**src/rtl/hilo_pkg.sv**
```systemverilog
// Shared types for the HI/LO unit.
// Op codes, FSM states and the datapath word width.
package hilo_pkg;

  localparam int XLEN = 32;

  typedef enum logic [2:0] {
    OP_NONE  = 3'd0,
    OP_MULT  = 3'd1,
    OP_MULTU = 3'd2,
    OP_DIV   = 3'd3,
    OP_DIVU  = 3'd4,
    OP_MTHI  = 3'd5,
    OP_MTLO  = 3'd6,
    OP_RSVD  = 3'd7
  } op_e;

  typedef enum logic [1:0] {
    S_IDLE      = 2'd0,
    S_MUL       = 2'd1,
    S_DIV_START = 2'd2,
    S_DIV_WAIT  = 2'd3
  } state_e;

endpackage

```
**src/rtl/hilo_mult.sv**
```systemverilog
// Combinational 32x32->64 multiplier.
// One sign-extension bit covers both signed and unsigned forms.
module hilo_mult
  import hilo_pkg::*;
(
  input  logic [XLEN-1:0]   a_i,
  input  logic [XLEN-1:0]   b_i,
  input  logic              signed_i,
  output logic [2*XLEN-1:0] prod_o
);

  logic signed [XLEN:0]     a_x;
  logic signed [XLEN:0]     b_x;
  logic signed [2*XLEN+1:0] p_x;

  assign a_x    = {signed_i & a_i[XLEN-1], a_i};
  assign b_x    = {signed_i & b_i[XLEN-1], b_i};
  assign p_x    = a_x * b_x;
  assign prod_o = p_x[2*XLEN-1:0];

endmodule

```
**src/rtl/hilo_unit.sv**
```systemverilog
// HI/LO register unit: multiply, divider launch/collect, MTHI/MTLO.
// The iterative divider is external and shares rst.
module hilo_unit
  import hilo_pkg::*;
(
  input  logic            clk,
  input  logic            rst,
  input  logic            op_valid,
  input  logic [2:0]      op_code,
  input  logic [XLEN-1:0] rs_val,
  input  logic [XLEN-1:0] rt_val,
  input  logic            mf_req,
  output logic [XLEN-1:0] hi,
  output logic [XLEN-1:0] lo,
  output logic            busy,
  output logic            stall,
  output logic            div_start,
  output logic [XLEN-1:0] div_a,
  output logic [XLEN-1:0] div_b,
  output logic            div_signed,
  input  logic [XLEN-1:0] div_q,
  input  logic [XLEN-1:0] div_r,
  input  logic            div_done
);

  state_e          state_q, state_d;
  logic [XLEN-1:0] hi_q, hi_d;
  logic [XLEN-1:0] lo_q, lo_d;
  logic [XLEN-1:0] a_q, a_d;
  logic [XLEN-1:0] b_q, b_d;
  logic            sgn_q, sgn_d;

  op_e             op;
  logic            accept;
  logic            is_mul, is_div;
  logic            is_mthi, is_mtlo;
  logic [2*XLEN-1:0] prod;

  assign op      = op_e'(op_code);
  assign accept  = (state_q == S_IDLE) & op_valid;
  assign is_mul  = accept & ((op == OP_MULT) | (op == OP_MULTU));
  // Divide by zero is dropped here; the divider never sees it.
  assign is_div  = accept & ((op == OP_DIV) | (op == OP_DIVU))
                 & (rt_val != '0);
  assign is_mthi = accept & (op == OP_MTHI);
  assign is_mtlo = accept & (op == OP_MTLO);

  hilo_mult u_mult (
    .a_i      (a_q),
    .b_i      (b_q),
    .signed_i (sgn_q),
    .prod_o   (prod)
  );

  always_ff @(posedge clk) begin
    if (rst) begin
      state_q <= S_IDLE;
      hi_q    <= '0;
      lo_q    <= '0;
      a_q     <= '0;
      b_q     <= '0;
      sgn_q   <= 1'b0;
    end else begin
      state_q <= state_d;
      hi_q    <= hi_d;
      lo_q    <= lo_d;
      a_q     <= a_d;
      b_q     <= b_d;
      sgn_q   <= sgn_d;
    end
  end

  always_comb begin
    state_d = state_q;
    unique case (state_q)
      S_IDLE: begin
        unique case (1'b1)
          is_mul:  state_d = S_MUL;
          is_div:  state_d = S_DIV_START;
          default: state_d = S_IDLE;
        endcase
      end
      S_MUL:       state_d = S_IDLE;
      S_DIV_START: state_d = S_DIV_WAIT;
      S_DIV_WAIT:  if (div_done) state_d = S_IDLE;
      default:     state_d = S_IDLE;
    endcase
  end

  always_comb begin
    a_d   = a_q;
    b_d   = b_q;
    sgn_d = sgn_q;
    hi_d  = hi_q;
    lo_d  = lo_q;
    if (is_mul | is_div) begin
      a_d   = rs_val;
      b_d   = rt_val;
      sgn_d = (op == OP_MULT) | (op == OP_DIV);
    end
    if (is_mthi) hi_d = rs_val;
    if (is_mtlo) lo_d = rs_val;
    if (state_q == S_MUL) begin
      hi_d = prod[2*XLEN-1:XLEN];
      lo_d = prod[XLEN-1:0];
    end
    if ((state_q == S_DIV_WAIT) & div_done) begin
      hi_d = div_r;
      lo_d = div_q;
    end
  end

  always_comb begin
    busy       = (state_q != S_IDLE);
    stall      = busy & (op_valid | mf_req);
    div_start  = (state_q == S_DIV_START);
    div_a      = a_q;
    div_b      = b_q;
    div_signed = sgn_q;
  end

  assign hi = hi_q;
  assign lo = lo_q;

endmodule
```
**config.mk**
```make
export PLATFORM = sky130hd
export DESIGN_NAME = hilo_unit
export DESIGN_NICKNAME = d
export VERILOG_FILES = /design/src/rtl/hilo_pkg.sv /design/src/rtl/hilo_mult.sv /design/src/rtl/hilo_unit.sv
export SDC_FILE = /design/constraint.sdc
export NUM_CORES = 2
export LEC_CHECK = 0
export BUFFER_PORTS_ARGS = -buffer_cell sky130_fd_sc_hd__buf_2
export CAP_MARGIN = 10
export CORE_MARGIN = 1.5
export CORE_UTILIZATION = 60
export CTS_CLUSTER_DIAMETER = 40
export DETAILED_ROUTE_END_ITERATION = 8
export PLACE_DENSITY = 0.87
export SETUP_SLACK_MARGIN = 0.1
export SLEW_MARGIN = 20
export SYNTH_ARGS = -nofsm -noshare
export SYNTH_HDL_FRONTEND = slang
export SYNTH_SLANG_ARGS = --single-unit
```
**constraint.sdc**
```tcl
create_clock -name clk -period 9.6 [get_ports clk]
set_input_delay 0.48 -clock clk [delete_from_list [all_inputs] [get_ports clk]]
set_output_delay 0.48 -clock clk [all_outputs]
set_load 0.005 [all_outputs]
```
==> flow_summary.ini <==
[clock_tree]
numCtsBuffers = 17
cts.path.max_buffers = 2
cts_setup_buffers = 0
cts-htree-levels = 4
cts.clk_slew.worst_paths_ns = 0.08
worstSkewPairLatency_ns = 0.48
cts_tree = yes
cts_root_buf = clkbuf_16
cts_hold_buf = 0
clock_sinks = 131

[floorplanning]
core_area_um2 = 72700
die_w_um = 274
fp-row-count = 99
start_util_pct = 60.5
pin_count = 268
die_y_um = 274
fp.dieArea_um2 = 74900

[grt]
antenna_found_initial = 8
grt_start_max_net_pins = 76
overflow = 0
grt_pass1_vias = 39600
grt_usage_pct = 38.7
grt_pass1_wl_um = 218000

[synthesis]
yosys.area.top_type = fa_1
yosys.area.top_type_share_pct = 51.2
synth_top_family_by_area = adder cells
ys_warn_count = 0
async_flop_share_pct = 0
synth_edf_count = 0
synthesis.nets = 6382
ys.flop_type = dfxtp_1
syn_area_um2 = 44000
synthSimpleGateAreaFrac_pct = 15.3
yosysSeqAreaShare_pct = 5.96
ys_types = 79
synthMuxAreaShare_pct = 1.64
synth_compound_area_share_pct = 6.09
synthAdderAreaFrac_pct = 57.3
synth-xor-area-share_pct = 1.31
synth_area_leaders = fa_1 51%, inv_1 9.7%, nand2_1 6.9%, ha_1 6.0%, dfxtp_1 6.0%
synth_cells = 4909
synth_seq_cells = 131
syn_area_per_cell_um2 = 8.96

[critical_path]
r2r-end = hi[31]
critPathKind = reg2reg
worst_r2r_startpoint = div_b[10]
crit_path_start_kind = register
reg2reg_slack_ns = 0.61
r2r_cells = 22
arrival_ns = 9.33
cp_max_fo = 24
crit_path_end_kind = register
critPathRequiredTime_ns = 9.95

[timing]
tightest_slew_ns = 1.20
finClkSkew_ns = 0.0184
fmax_ghz = 0.111
maxSlewViolCount = 0
period_minus_slack_ns = 8.99
fin_setup_tns_ns = 0
setup_viol = 0
grt_setup_unrepaired = no
slew_headroom_pct = 19.7
hold_viol_final = 0
finalCritPeriodShare_pct = 93.6

[routing]
drc_errors = 0
wl_per_cell_um = 23.2
postRouteAntennaNets = 0
num_vias = 36000
drt-total-wl_um = 139000
detailedRoute.firstIterationViolations = 3585
top_layer = met5
drt_pass1_iterations = 6
wl_met3_um = 17400
wl_met1_um = 44600
avgViaCountPerCell = 6.01
met2_length_um = 63500

[power_and_ir_drop]
power.static_leakage_uw = 0.0234
peakVddDrop_uv = 95.3
power_uw = 2610
p_per_area_nw_per_um2 = 55.7

[hold_path]
min_path_type = in2reg
holdPathStages = 3
min_from = rt_val[28]
hold_end = div_b[28]

[finish]
drive_above_1_share_pct = 9.43
fillers = 5494
nets = 6478
area_growth_pct = 6.45

[place]
port_buffers = 267
gp_congestion = 0.985
hpwl_um = 110000

[run_status]
status = finished, final reports clean

[run]
cap_violations = 0
## cell type report
cell class	count	area (um^2)	share of cell area, %
inverters	1135	4260	9.10
repair buffers	379	2200	4.71
well taps	959	1200	2.56
diodes	5	12.5	0.0267
flip-flops and latches	131	2630	5.63
clock inverters	12	111	0.238
multi-input cells	3341	35900	76.8
clock buffers	20	457	0.976
## worst max-delay path by stage
stage	slack, ns	start	cells after the start	to
2_1_floorplan	1.48	div_a[31]	29	hi[25]
3_3_place_gp	0.74	div_a[31]	27	hi[22]
3_5_place_dp	0.56	div_a[31]	27	hi[22]
4_1_cts	0.41	div_a[31]	27	hi[22]
5_1_grt	0.18	div_a[31]	26	hi[21]
6_report	0.61	div_b[10]	22	hi[31]
## what timing repair did
| action | 4_1_cts | 5_1_grt |
|---|---|---|
| resized for setup | 0 | 1 |
| endpoints found under the setup margin | 0 | 9 |
| hold endpoints to repair | 0 | 0 |
## logic make-up after synthesis
kind of cell / after synthesis
multiplexers: 72
buffers and inverters: 1437
adder cells (fa/ha/maj): 1337
XOR/XNOR: 66
AO/OA/AOI/OAI: 405
AND/OR/NAND/NOR: 1461
flip-flops: 131
## critical path, stage by stage (launching register included)
cell       delay, ns
dfxtp_1         0.69
and3_1          0.46
fa_1            0.74
inv_1           0.13
fa_1            0.89
inv_1           0.19
fa_1            0.55
inv_1           0.38
fa_1            0.54
fa_1            0.58
fa_1            0.44
fa_1            0.47
fa_1            0.50
inv_1           0.05
ha_1            0.39
a21oi_1         0.38
o21ai_0         0.24
a221oi_1        0.27
o21ai_0         0.15
a221o_1         0.37
a31oi_1         0.20
xnor2_1         0.12
o2bb2ai_1       0.13
## Yosys cell counts, types with 5 or more instances
| cell | instances |
|---|---|
| a221o_1 | 5 |
| and2_1 | 348 |
| nand2_1 | 803 |
| fa_1 | 1125 |
| nor4_1 | 9 |
| nor2_1 | 178 |
| a21oi_2 | 6 |
| mux2i_1 | 71 |
| nand3b_1 | 6 |
| a21oi_1 | 124 |
| xor2_1 | 20 |
| a221oi_1 | 5 |
| dfxtp_1 | 131 |
| or3_1 | 5 |
| o21bai_1 | 14 |
| a211oi_1 | 17 |
| o211ai_1 | 22 |
| buf_1 | 8 |
| o21ai_0 | 63 |
| nand4_1 | 20 |
| clkbuf_1 | 264 |
| nor2b_1 | 6 |
| nand3_1 | 20 |
| xnor2_1 | 46 |
| o22ai_1 | 35 |
| o21ai_1 | 9 |
| or2_2 | 11 |
| o21a_1 | 7 |
| inv_1 | 1135 |
| o221ai_1 | 24 |
| a31oi_1 | 6 |
| ha_1 | 212 |
| and3_1 | 19 |
| buf_4 | 9 |
| buf_2 | 19 |
| nor3_1 | 15 |
| a21o_1 | 23 |
## power breakdown
part / switching (uW) / total [uW] / internal, uW / leakage [uW]
registers: 113 / 691 / 579 / 0.00107
logic: 810 / 1230 / 420 / 0.0220
clock network: 329 / 685 / 355 / 0.000279
total: 1250 / 2610 / 1350 / 0.0234
## metal layers
layer | track usage, % | vias up
li1 | - | 14600
met1 | 45.2 | 18000
met2 | 60.2 | 2511
met3 | 11.1 | 840
met4 | 30.2 | 12
met5 | 0.642 | -
## metrics by stage
stage / cells / utilization [%] / worst slack [ns] / instance area [um^2] / hold slack [ns]
2_1_floorplan: 4909 / - / 1.48 / 44000 / 0.443
3_3_place_gp: 5945 / 63.6 / 0.737 / 46200 / 0.430
3_5_place_dp: 5945 / 63.6 / 0.560 / 46200 / 0.440
4_1_cts: 5977 / 64.3 / 0.415 / 46800 / 0.251
5_1_grt: 5977 / 64.4 / 0.182 / 46800 / 0.279
6_report: 5982 / 64.4 / 0.613 / 46800 / 0.255
## flip-flops by register name, summed over array words and instances, names as in the netlist
| register | cells |
|---|---|
| div_a | 32 |
| div_b | 32 |
| hi | 32 |
| lo | 32 |
| state_q | 2 |
| div_signed | 1 |
## placed cells by master, fill, tap and decap left out, types with 7 or more instances in the layout
| master | netlist | routed |
|---|---|---|
| inv_1 | 1135 | 1135 |
| fa_1 | 1125 | 1124 |
| nand2_1 | 803 | 802 |
| and2_1 | 348 | 347 |
| buf_2 | 19 | 266 |
| ha_1 | 212 | 212 |
| nor2_1 | 178 | 178 |
| a21oi_1 | 124 | 124 |
| dfxtp_1 | 131 | 122 |
| buf_4 | 9 | 111 |
| mux2i_1 | 71 | 71 |
| o21ai_0 | 63 | 63 |
| xnor2_1 | 46 | 46 |
| o22ai_1 | 35 | 35 |
| o221ai_1 | 24 | 24 |
| a21o_1 | 23 | 23 |
| o211ai_1 | 22 | 22 |
| nand3_1 | 20 | 20 |
| nand4_1 | 20 | 20 |
| xor2_1 | 20 | 20 |
| and3_1 | 19 | 19 |
| a211oi_1 | 17 | 17 |
| clkbuf_16 | 0 | 17 |
| nor3_1 | 15 | 15 |
| o21bai_1 | 14 | 14 |
| or2_2 | 11 | 11 |
| nor4_1 | 9 | 9 |
| o21ai_1 | 9 | 9 |
| dfxtp_2 | 0 | 9 |
| o21a_1 | 7 | 7 |
(Power assumes the default switching activity.)
